`src/rtl/gcm_pkg.sv`:
```
// gcm_pkg: shared GCM definitions - block width, GCTR FSM states, final-block byte mask
package gcm_pkg;

    localparam int BLOCK_WIDTH = 128;

    typedef enum logic [2:0] {IDLE, REQ, KS_WAIT, XOR, OUT, DONE} gctr_state_e;

    // Keeps the top last_bytes*8 bits; 0 or anything past a full block means a full block.
    function automatic logic [BLOCK_WIDTH-1:0] byte_mask(input logic [4:0] last_bytes);
        int nbits;
        nbits = (last_bytes == 5'd0 || int'(last_bytes) * 8 > BLOCK_WIDTH) ? BLOCK_WIDTH : int'(last_bytes) * 8;
        return ~({BLOCK_WIDTH{1'b1}} >> nbits);
    endfunction

endpackage

```
`src/rtl/gctr_inc_s.sv`:
```
// gctr_inc_s: combinational inc_S - increments the low S bits modulo 2^S, upper bits untouched
//   ctr_i  counter block in
//   ctr_o  counter block with low S bits incremented (unchanged if S is 0 or wider than the block)
module gctr_inc_s #(
    parameter int BLOCK_WIDTH = 128,
    parameter int S           = 32
) (
    input  logic [BLOCK_WIDTH-1:0] ctr_i,
    output logic [BLOCK_WIDTH-1:0] ctr_o
);

    if (S <= 0 || S > BLOCK_WIDTH) begin : g_pass
        assign ctr_o = ctr_i;
    end else if (S == BLOCK_WIDTH) begin : g_full
        assign ctr_o = ctr_i + BLOCK_WIDTH'(1);
    end else begin : g_part
        assign ctr_o = {ctr_i[BLOCK_WIDTH-1:S], ctr_i[S-1:0] + S'(1)};
    end

endmodule

```
`src/rtl/gctr_ctrl.sv`:
```
// gctr_ctrl: AES-GCM GCTR sequencer - issues counter blocks to AES, XORs keystream with data
//   start/icb/num_blocks/last_bytes  message setup, latched on start in IDLE
//   aes_req_*                        counter block to AES (valid/ready)
//   aes_resp_*                       keystream from AES (single-cycle valid, no backpressure)
//   din_*                            input data block (valid/ready)
//   dout_*                           XOR result, final block truncated (valid/ready)
//   busy/done                        busy outside IDLE; done pulses once per message
module gctr_ctrl
    import gcm_pkg::*;
#(
    parameter int BLOCK_WIDTH = gcm_pkg::BLOCK_WIDTH,
    parameter int S           = 32,
    parameter int CNT_WIDTH   = 16
) (
    input  logic                   clk,
    input  logic                   rst,
    input  logic                   start,
    input  logic [BLOCK_WIDTH-1:0] icb,
    input  logic [CNT_WIDTH-1:0]   num_blocks,
    input  logic [4:0]             last_bytes,
    output logic                   aes_req_valid,
    input  logic                   aes_req_ready,
    output logic [BLOCK_WIDTH-1:0] aes_req_data,
    input  logic                   aes_resp_valid,
    input  logic [BLOCK_WIDTH-1:0] aes_resp_data,
    input  logic                   din_valid,
    output logic                   din_ready,
    input  logic [BLOCK_WIDTH-1:0] din,
    output logic                   dout_valid,
    input  logic                   dout_ready,
    output logic [BLOCK_WIDTH-1:0] dout,
    output logic                   busy,
    output logic                   done
);

    gctr_state_e            state_q, state_d;
    logic [BLOCK_WIDTH-1:0] ctr_q, ctr_d, ctr_inc;
    logic [BLOCK_WIDTH-1:0] ks_q, ks_d;
    logic [BLOCK_WIDTH-1:0] dout_q, dout_d;
    logic [BLOCK_WIDTH-1:0] mask;
    logic [CNT_WIDTH-1:0]   rem_q, rem_d;
    logic [4:0]             lb_q, lb_d;
    logic                   last;

    gctr_inc_s #(.BLOCK_WIDTH(BLOCK_WIDTH), .S(S)) u_inc (
        .ctr_i (ctr_q),
        .ctr_o (ctr_inc)
    );

    assign last = rem_q == CNT_WIDTH'(1);
    assign mask = last ? byte_mask(lb_q) : '1;

    always_ff @(posedge clk) begin
        if (rst) begin
            state_q <= IDLE;
            ctr_q   <= '0;
            ks_q    <= '0;
            dout_q  <= '0;
            rem_q   <= '0;
            lb_q    <= '0;
        end else begin
            state_q <= state_d;
            ctr_q   <= ctr_d;
            ks_q    <= ks_d;
            dout_q  <= dout_d;
            rem_q   <= rem_d;
            lb_q    <= lb_d;
        end
    end

    always_comb begin
        state_d = state_q;
        ctr_d   = ctr_q;
        ks_d    = ks_q;
        dout_d  = dout_q;
        rem_d   = rem_q;
        lb_d    = lb_q;
        case (state_q)
            IDLE: if (start) begin
                lb_d = last_bytes;
                if (num_blocks == '0) begin
                    state_d = DONE;
                end else begin
                    ctr_d   = icb;
                    rem_d   = num_blocks;
                    state_d = REQ;
                end
            end
            REQ:     if (aes_req_ready) state_d = KS_WAIT;
            KS_WAIT: if (aes_resp_valid) begin
                ks_d    = aes_resp_data;
                state_d = XOR;
            end
            XOR: if (din_valid) begin
                dout_d  = (din ^ ks_q) & mask;
                state_d = OUT;
            end
            OUT: if (dout_ready) begin
                if (last) begin
                    state_d = DONE;
                end else begin
                    ctr_d   = ctr_inc;
                    rem_d   = rem_q - CNT_WIDTH'(1);
                    state_d = REQ;
                end
            end
            DONE:    state_d = IDLE;
            default: state_d = IDLE;
        endcase
    end

    always_comb begin
        aes_req_valid = state_q == REQ;
        din_ready     = state_q == XOR;
        dout_valid    = state_q == OUT;
        busy          = state_q != IDLE;
        done          = state_q == DONE;
        aes_req_data  = ctr_q;
        dout          = dout_q;
    end

endmodule
```
`config.mk`:
```
export PLATFORM = sky130hd
export DESIGN_NAME = gctr_ctrl
export DESIGN_NICKNAME = d
export VERILOG_FILES = /design/src/rtl/gcm_pkg.sv /design/src/rtl/gctr_inc_s.sv /design/src/rtl/gctr_ctrl.sv
export SDC_FILE = /design/constraint.sdc
export NUM_CORES = 1
export LEC_CHECK = 0
export BUFFER_PORTS_ARGS = -buffer_cell sky130_fd_sc_hd__buf_4
export CAP_MARGIN = 25
export CORE_AREA = 5 5 261 263
export CTS_BUF_LIST = sky130_fd_sc_hd__clkbuf_8 sky130_fd_sc_hd__clkbuf_16
export DETAILED_ROUTE_END_ITERATION = 8
export DIE_AREA = 0 0 266 268
export HOLD_SLACK_MARGIN = 0.15
export PLACE_DENSITY_LB_ADDON = 0.1
export SYNTH_ARGS = -nofsm -noshare
export SYNTH_HDL_FRONTEND = slang
export SYNTH_SLANG_ARGS = --single-unit
```
`constraint.sdc`:
```
create_clock -name clk -period 5.5 [get_ports clk]
set_clock_uncertainty 0.15 [all_clocks]
set_input_delay 0.55 -clock clk [delete_from_list [all_inputs] [get_ports clk]]
set_output_delay 0.55 -clock clk [all_outputs]
set_load 0.005 [all_outputs]
```
Word-level counts from Yosys, hierarchy flattened. Index checks and enable logic that the tools add are counted.

Memories kept: 0. RAM bits: 0. Output and inout port bits: 261. Word-level logic and storage cells: 61. Bits in read-only memories: 0. Input bits: 412. Latch bits: 0. Register bits: 408.

Magnitude comparators: 1. Add/subtract/negate cells: 2. $mul: 0. Reductions and logical operators: 12. Equality and inequality tests: 13. Shift-type cells: 1. Bitwise logic cells: 5. Muxes and demuxes: 20. Div/mod/pow operators: 0.

Operators with widths (count): $mux 128 (3); $pmux 128 s2 (1); $and 128x128->128 (1); $not 128->128 (1); $shr 128x8->128 const A (1); $xor 128x128->128 (1); $mux 16 (4); $mux 32 (2); $add 32x1->32 const B (1); $pmux 16 s2 (1); $mux 3 (7); $eq 16x1->1 const B (1); $logic_not 16->1 (1); $sub 16x1->16 const B (1); $pmux 3 s5 (1); $ne 2x2->1 const B (5); $reduce_and 5->1 (2); $gt 8x8->1 const B (1); $mux 8 (1); $eq 3x2->1 const B (2); $eq 3x3->1 const B (2); $reduce_and 2->1 (3); $logic_not 5->1 (1); $ne 2x1->1 const B (2); other kinds (7) (8).

Logic depth before layout (Yosys ltp). Gate-level depths: netlist of run 1.

Depth in word-level cells: 7. Gate-level depth with buffers: 10. Depth with buffers taken out: 8.

Cells and area by module. Synthesis of run 1 repeated with hierarchy kept, for this count alone.

Cell total of the unflattened synthesis: 2028. Area total of the unflattened synthesis: 18290.0 µm².

Modules (own cells, without submodules): gctr_ctrl (times used 1, cells each 1836, area each 16884.9 µm², sequential area each 8167.8 µm²); gctr_inc_s (times used 1, cells each 192, area each 1405.1 µm², sequential area each 0.0 µm²).

Worst setup path after synthesis of run 1. No wires, ideal clock.

Path type: register to register. Start: reg rem_q[1]. End: reg ctr_q[22] (netlist: aes_req_data[22]). Library setup time: 0.119 ns. Required time: 5.231 ns. Period minus slack after synthesis: 2.446 ns. Path buffers: 1. Arrival: 2.177 ns. Setup slack: 3.054 ns. Cell stages (with the launch flop): 9. Path through: dfxtp_1 inv_1 ha_1 or4b_2 nor4_4 a21o_1 buf_4 a22oi_1 o221a_1.

Word-level cells in the longest chain between the ends: 3.

RTL lines: start, declared (RTL line gctr_ctrl.sv:41) `logic [CNT_WIDTH-1:0] rem_q, rem_d;`; start signal, assigned (RTL line gctr_ctrl.sv:66) `rem_q <= rem_d;`; $eq 16x1->1 (RTL line gctr_ctrl.sv:50) `assign last = rem_q == CNT_WIDTH'(1);`; $ne 2x2->1 (no line); $reduce_and 5->1 (no line); end signal, assigned (RTL line gctr_ctrl.sv:63) `ctr_q <= ctr_d;`; end, declared (RTL line gctr_ctrl.sv:37) `logic [BLOCK_WIDTH-1:0] ctr_q, ctr_d, ctr_inc;`.

Every way passes these cells. A chain may end at the register's enable or synchronous reset.

Final worst setup path of run 1.
Start: in num_blocks[0]. End: reg ctr_q[6] (netlist: aes_req_data[6]).

Word-level cells in the longest chain between the ends: 3.

RTL lines: start, declared (RTL line gctr_ctrl.sv:19) `input logic [CNT_WIDTH-1:0] num_blocks,`; $logic_not 16->1 (RTL line gctr_ctrl.sv:81) `if (num_blocks == '0) begin`; $ne 2x2->1 (no line); $reduce_and 5->1 (no line).

Every way passes these cells.

==> impl_metrics.tcl, run 1 <==
set metrics [dict create \
    design_area_um2 27900 \
    cp-start-kind "primary input" \
    cts.repair.resized 0 \
    drive_gt1_frac 0.262 \
    clk_pin_slew_worst_paths_ps 60 \
    hold_viol_final 0 \
    ys.flop_type "dfxtp_1" \
    fin_setup_tns_ps 0 \
    start_util 0.257 \
    die_h_um 268 \
    nNetsFinal 3436 \
    drt-pass1-iter-count 9 \
    whs_ps 187 \
    ys_warn_count 0 \
    final_cells 3929 \
    grt_pass1_wl_mm 113 \
    drv_cap 0 \
    syn_inst 2075 \
    ys_seq_area_frac 0.485 \
    die_x_um 266 \
    root_buffer "clkbuf_16" \
    area_growth_pct 65.9 \
    layout_common_cells "buf_4 (691), nand2_1 (510), dfxtp_1 (408)" \
    postCtsHoldBufs 360 \
    yosys.area_share.adder 0.00297 \
    antenna_found_initial 10 \
    synth-xor-area-share 0.0666 \
    synth_edf_count 0 \
    viasPerCell 4.72 \
    crit_fanout 66 \
    reg2reg_slack_ps 1880 \
    nFillCells 6709 \
    rr_startpoint "rem_q[1]$_SDFFE_PP0P_" \
    rr_worst_depth 8 \
    min_path_cells 4 \
    crit_family "simple AND/OR/NAND/NOR gates" \
    p_leak_nw 11.6 \
    portBuffers 672 \
    setup_viol 0 \
    vias 18500 \
    io-pin-count 673 \
    status "finished, final reports clean" \
    cp_slowest_stage_delay_ps 760 \
    hold_path.class "in -> reg" \
    routedWlPerCell_um 19.3 \
    htreeDepth 2 \
    final_max_slew_viol_count 0 \
    synthesis.area_um2 16800 \
    cts_max_path_buffers 3 \
    powerDensity_nw_per_um2 276 \
    grt_max_degree 174 \
    synthTopCellsByArea "dfxtp_1 (49%), nand2_1 (11%), a21oi_1 (9.7%)" \
    post_dp_cell_area_um2 22600 \
    synthMuxAreaShare 0.00357 \
    core.rowCount 94 \
    hp-start "din[28]" \
    synth.top_cell.area_share 0.485 \
    ant_nets 0 \
    rsz0062_at_grt "no" \
    r2r-end "aes_req_data[6]$_SDFFE_PP0P_" \
    ff_latch_area_um2 8170 \
    post_cts_buffers 0 \
    cp_slowest_cell "nand2_1" \
    crit_required_ps 5820 \
    worst_slack_ps 1870 \
    placed_cells 3472 \
    clk_latency_ps 580 \
    path_buf_inv 2 \
    dp_slack_ps 1730 \
    grt_pass1_vias 18800 \
    dpl.hpwl_mm 52.5 \
    tightest_slew_ps 1090 \
    grt-ovfl-total 0 \
    grt_usage 0.198 \
    synth_compound_area_frac 0.187 \
    synth_top_family_by_area "simple AND/OR/NAND/NOR gates" \
    numCtsBuffers 49 \
    synth-simple-area-share 0.213 \
    worstPathCellList "dlygate4sd3_1 > buf_4 > nor4_1 > and4_1 > nand2b_4 > nand2_1 > a221oi_1" \
    final_util 0.427 \
    synth_cell_types 63 \
    core_area_um2 65400 \
    drc_errors 0 \
    cp-end-kind "register" \
    die_area_um2 71300 \
    period_share 0.660 \
    path_class "in -> reg" \
    gp_congestion 0.838 \
    syn-num-nets 2491 \
    drt-initial-drc-count 1216 \
    power_mw 7.72 \
    synth_top_area_cell "dfxtp_1" \
    layout_commonest_cell "buf_4" \
    synthArstFlopShare 0 \
    cts_sinks 408 \
    fmax_mhz 275 \
    finalCriticalPeriod_ps 3630 \
    arrival_ps 3950 \
    max-slew-margin-rel 0.270 \
    cts_tree "built" \
    min_to "dout[28]$_SDFFE_PP0P_" \
    ir_drop_mv 0.203 \
    ys_seq_elements 408 \
    postSynthAreaPerCell_um2 8.11 \
    multi_input_area_um2 8000 \
    wl_mm 75.7 \
]
## final cells by class
cell class / count / area share
Multi-Input combinational cell: 1488 / 0.287
Tap cell: 864 / 0.0387
Sequential cell: 408 / 0.292
Inverter: 16 / 0.00215
Timing Repair Buffer: 1057 / 0.319
Clock inverter: 23 / 0.00797
Clock buffer: 66 / 0.0531
Antenna cell: 7 / 0.000627
## worst max-delay path by stage
| stage | endpoint | slack [ps] | cells after the start | from |
|---|---|---|---|---|
| 6_report | aes_req_data[6]$_SDFFE_PP0P_ | 1870 | 7 | num_blocks[0] |
| 5_1_grt | aes_req_data[10]$_SDFFE_PP0P_ | 1660 | 5 | state_q[0]$_SDFFE_PP0P_ |
| 4_1_cts | rem_q[0]$_SDFFE_PP0P_ | 1800 | 8 | rem_q[1]$_SDFFE_PP0P_ |
| 3_5_place_dp | aes_req_data[28]$_SDFFE_PP0P_ | 1730 | 6 | num_blocks[11] |
| 3_3_place_gp | aes_req_data[28]$_SDFFE_PP0P_ | 1700 | 6 | num_blocks[11] |
| 2_1_floorplan | aes_req_data[22]$_SDFFE_PP0P_ | 3050 | 8 | rem_q[1]$_SDFFE_PP0P_ |
## state kept, by name, indices dropped and copies added, names as in the netlist
name and count:
ks_q 128, dout 128, aes_req_data 128, rem_q 16, state_q 3, lb_q 5
## worst min-delay path: cells and delay by family
family	cells	cell delay (ps)
buffers and inverters	1	80
XOR/XNOR	1	80
AND/OR/NAND/NOR	1	90
AO/OA/AOI/OAI	1	60
## logic make-up (layout without fill, tap and decap cells)
| kind of cell | after synthesis | after routing |
|---|---|---|
| AND/OR/NAND/NOR | 816 | 816 |
| AO/OA/AOI/OAI | 534 | 534 |
| flip-flops | 408 | 408 |
| buffers and inverters | 179 | 1162 |
| XOR/XNOR | 128 | 128 |
| multiplexers | 6 | 6 |
| adder cells (fa/ha/maj) | 4 | 4 |
| other | 0 | 7 |
## metal layers
layer | global-route usage | routed length, um | share of wire
met4 | 0.0637 | 2410 | 0.032
met3 | 0.0501 | 4960 | 0.066
met2 | 0.342 | 37500 | 0.49
met1 | 0.245 | 30800 | 0.41
met5 | 0 | 62 | 0.00082
## cell usage after synthesis, drive strengths merged (3+ instances only)
| cell type | instances |
|---|---|
| nor2 | 47 |
| and2 | 4 |
| o21ai | 66 |
| buf | 23 |
| a22oi | 13 |
| or3 | 4 |
| nand3b | 4 |
| xnor2 | 40 |
| xor2 | 88 |
| nand2 | 510 |
| a31oi | 6 |
| a22o | 32 |
| o31ai | 3 |
| nor3 | 15 |
| o22ai | 16 |
| a32oi | 3 |
| nand3 | 169 |
| and3b | 4 |
| clkbuf | 140 |
| ha | 4 |
| a221oi | 10 |
| a21oi | 328 |
| and3 | 7 |
| or4 | 3 |
| a32o | 10 |
| o32ai | 22 |
| o221a | 3 |
| a2bb2oi | 3 |
| nor4 | 10 |
| and4b | 3 |
| nand4 | 15 |
| o31a | 10 |
| dfxtp | 408 |
| nor2b | 5 |
| and4 | 6 |
| inv | 16 |
| mux2i | 6 |
## power by group
part	internal, mW	switching, mW	leakage, nW
Combinational	0.626	0.526	7.40
Clock	2.07	1.34	0.872
Sequential	3.07	0.0937	3.31
Power figures use the tool's default switching activity.
==> run 2, diff against run 1 <==
--- a/config.mk
+++ b/config.mk
@@ -7,10 +7,10 @@
 export LEC_CHECK = 0
 export BUFFER_PORTS_ARGS = -buffer_cell sky130_fd_sc_hd__buf_4
 export CAP_MARGIN = 25
-export CORE_AREA = 5 5 261 263
+export CORE_AREA = 5 5 256 258
 export CTS_BUF_LIST = sky130_fd_sc_hd__clkbuf_8 sky130_fd_sc_hd__clkbuf_16
 export DETAILED_ROUTE_END_ITERATION = 8
-export DIE_AREA = 0 0 266 268
+export DIE_AREA = 0 0 261 263
 export HOLD_SLACK_MARGIN = 0.15
 export PLACE_DENSITY_LB_ADDON = 0.1
 export SYNTH_ARGS = -nofsm -noshare
==> constraint.sdc (replaced) <==
create_clock -name clk -period 3.54 [get_ports clk]
set_clock_uncertainty 0.15 [all_clocks]
set_input_delay 0.354 -clock clk [delete_from_list [all_inputs] [get_ports clk]]
set_output_delay 0.354 -clock clk [all_outputs]
set_load 0.005 [all_outputs]
==> run 2 against run 1 <==
- core utilization up 3.9 points
- wire length up 1.6%
- critical path depth up 2
- hold slack better by 110 ps
- via count up 3.1%
- largest cell class unchanged
==> impl_metrics.tcl, run 2 (synthesized netlist as in run 1, its figures left out) <==
set metrics [dict create \
    status "finished, final reports clean" \
    fmax_mhz 303 \
    nNetsFinal 3567 \
    grt_busiest_layer "met2" \
    start_util 0.268 \
    finalCriticalPeriod_ps 3300 \
    io-pin-count 673 \
    cts_sinks 408 \
    grt_usage 0.212 \
    gp_congestion 0.830 \
    min_to "lb_q[0]$_SDFFE_PP0P_" \
    area_growth_pct 73.8 \
    period_share 0.931 \
    grt_max_degree 186 \
    routedWlPerCell_um 19.0 \
    htreeDepth 2 \
    antenna_found_initial 13 \
    root_buffer "clkbuf_16" \
    final_max_slew_viol_count 0 \
    numCtsBuffers 50 \
    rsz0062_at_grt "no" \
    portBuffers 672 \
    cp-start-kind "register" \
    dpl.hpwl_mm 52.9 \
    use_met1 0.265 \
    viasPerCell 4.72 \
    ff_latch_area_um2 8170 \
    drt-pass1-iter-count 5 \
    cp-end-kind "register" \
    cts_max_path_buffers 3 \
    cp_slowest_cell "or4b_2" \
    cp_slowest_stage_delay_ps 640 \
    rr_startpoint "rem_q[1]$_SDFFE_PP0P_" \
    drv_cap 0 \
    ant_nets 0 \
    multi_input_area_um2 8000 \
    die_x_um 261 \
    tightest_slew_ps 1020 \
    hold_viol_final 0 \
    hp-start "start" \
    rr_worst_depth 9 \
    nFillCells 6091 \
    grt_use_met3 0.0397 \
    r2r-end "dout[18]$_SDFFE_PP0P_" \
    crit_fanout 10 \
    grt-ovfl-total 0 \
    path_class "reg -> reg" \
    reg2reg_slack_ps 240 \
    drive_gt1_frac 0.253 \
    layout_commonest_cell "buf_4" \
    worstPathCellList "inv_1 > ha_1 > or4b_2 > nor4_4 > buf_4 > nand4_1 > nand3_1 > a21oi_1 > dlygate4sd3_1" \
    cts.repair.resized 0 \
    drc_errors 0 \
    clk_pin_slew_worst_paths_ps 60 \
    die_area_um2 68600 \
    crit_required_ps 3850 \
    wl_mm 76.9 \
    p_leak_nw 12.4 \
    vias 19100 \
    die_h_um 263 \
    grt_pass1_wl_mm 116 \
    core_area_um2 62700 \
    grt_pass1_vias 19600 \
    hold_path.class "in -> reg" \
    max-slew-margin-rel 0.323 \
    use_met2 0.367 \
    final_util 0.466 \
    arrival_ps 3610 \
    powerDensity_nw_per_um2 415 \
    min_path_cells 6 \
    clk_latency_ps 570 \
    core.rowCount 92 \
    setup_viol 0 \
    ir_drop_mv 0.333 \
    layout_common_cells "buf_4 (697), nand2_1 (510), dlygate4sd3_1 (480)" \
    cts_tree "built" \
    drt-initial-drc-count 1243 \
    fin_setup_tns_ps 0 \
]
==> run 2: area by class of cell <==
type | instances | area share
clock inverters | 26 | 0.00855
multi-input cells | 1488 | 0.274
repair buffers | 1187 | 0.350
flip-flops and latches | 408 | 0.279
well taps | 846 | 0.0362
clock buffers | 65 | 0.0502
inverters | 16 | 0.00205
diodes | 9 | 0.000770
==> run 2: worst max path at each step <==
stage,cells past startpoint,endpoint,slack (ps),startpoint
floorplan,8,aes_req_data[22]$_SDFFE_PP0P_,1090,rem_q[1]$_SDFFE_PP0P_
global placement,8,aes_req_data[28]$_SDFFE_PP0P_,550,rem_q[1]$_SDFFE_PP0P_
detailed placement,8,aes_req_data[6]$_SDFFE_PP0P_,500,rem_q[1]$_SDFFE_PP0P_
CTS,9,dout[33]$_SDFFE_PP0P_,240,rem_q[1]$_SDFFE_PP0P_
global route,9,dout[33]$_SDFFE_PP0P_,90,rem_q[1]$_SDFFE_PP0P_
finish,9,dout[18]$_SDFFE_PP0P_,240,rem_q[1]$_SDFFE_PP0P_
==> run 2: worst max-delay path, delay by kind of cell, from the launching register on <==
family / cells / cell delay [ps]
buffers and inverters: 3 / 930
DFF: 1 / 320
and+or+nand+nor: 4 / 1510
adders and majority gates: 1 / 160
AOI/OAI and AO/OA: 1 / 90
==> run 2: where the power goes <==
| part | leakage [nW] | internal, mW | switching [mW] | total [mW] |
|---|---|---|---|---|
| combinational | 8.17 | 1.05 | 0.853 | 1.90 |
| sequential | 3.31 | 4.77 | 0.143 | 4.92 |
| clock | 0.896 | 3.26 | 2.08 | 5.34 |
==> run 2: repair_timing <==
| item | 4_1_cts | 5_1_grt |
|---|---|---|
| endpoints found under the hold margin | 408 | 0 |
| buffers inserted | 0 | 0 |
| hold buffers | 480 | 0 |
==> run 2: metrics by stage <==
stage	total power [mW]	area [um^2]	cells	setup slack, ps	hold WS, ps
2_1_floorplan	5.64	16800	2075	1090	285
3_3_place_gp	6.48	22700	3464	550	288
3_5_place_dp	6.51	22700	3465	505	295
4_1_cts	12.3	29200	4036	237	254
5_1_grt	12.7	29300	4044	90.4	321
6_report	12.2	29300	4045	243	296
==> run 2: metal layers <==
| layer | wire, um | share of wire |
|---|---|---|
| met1 | 31800 | 0.41 |
| met2 | 37700 | 0.49 |
| met3 | 4660 | 0.061 |
| met4 | 2680 | 0.035 |
| met5 | 34 | 0.00044 |
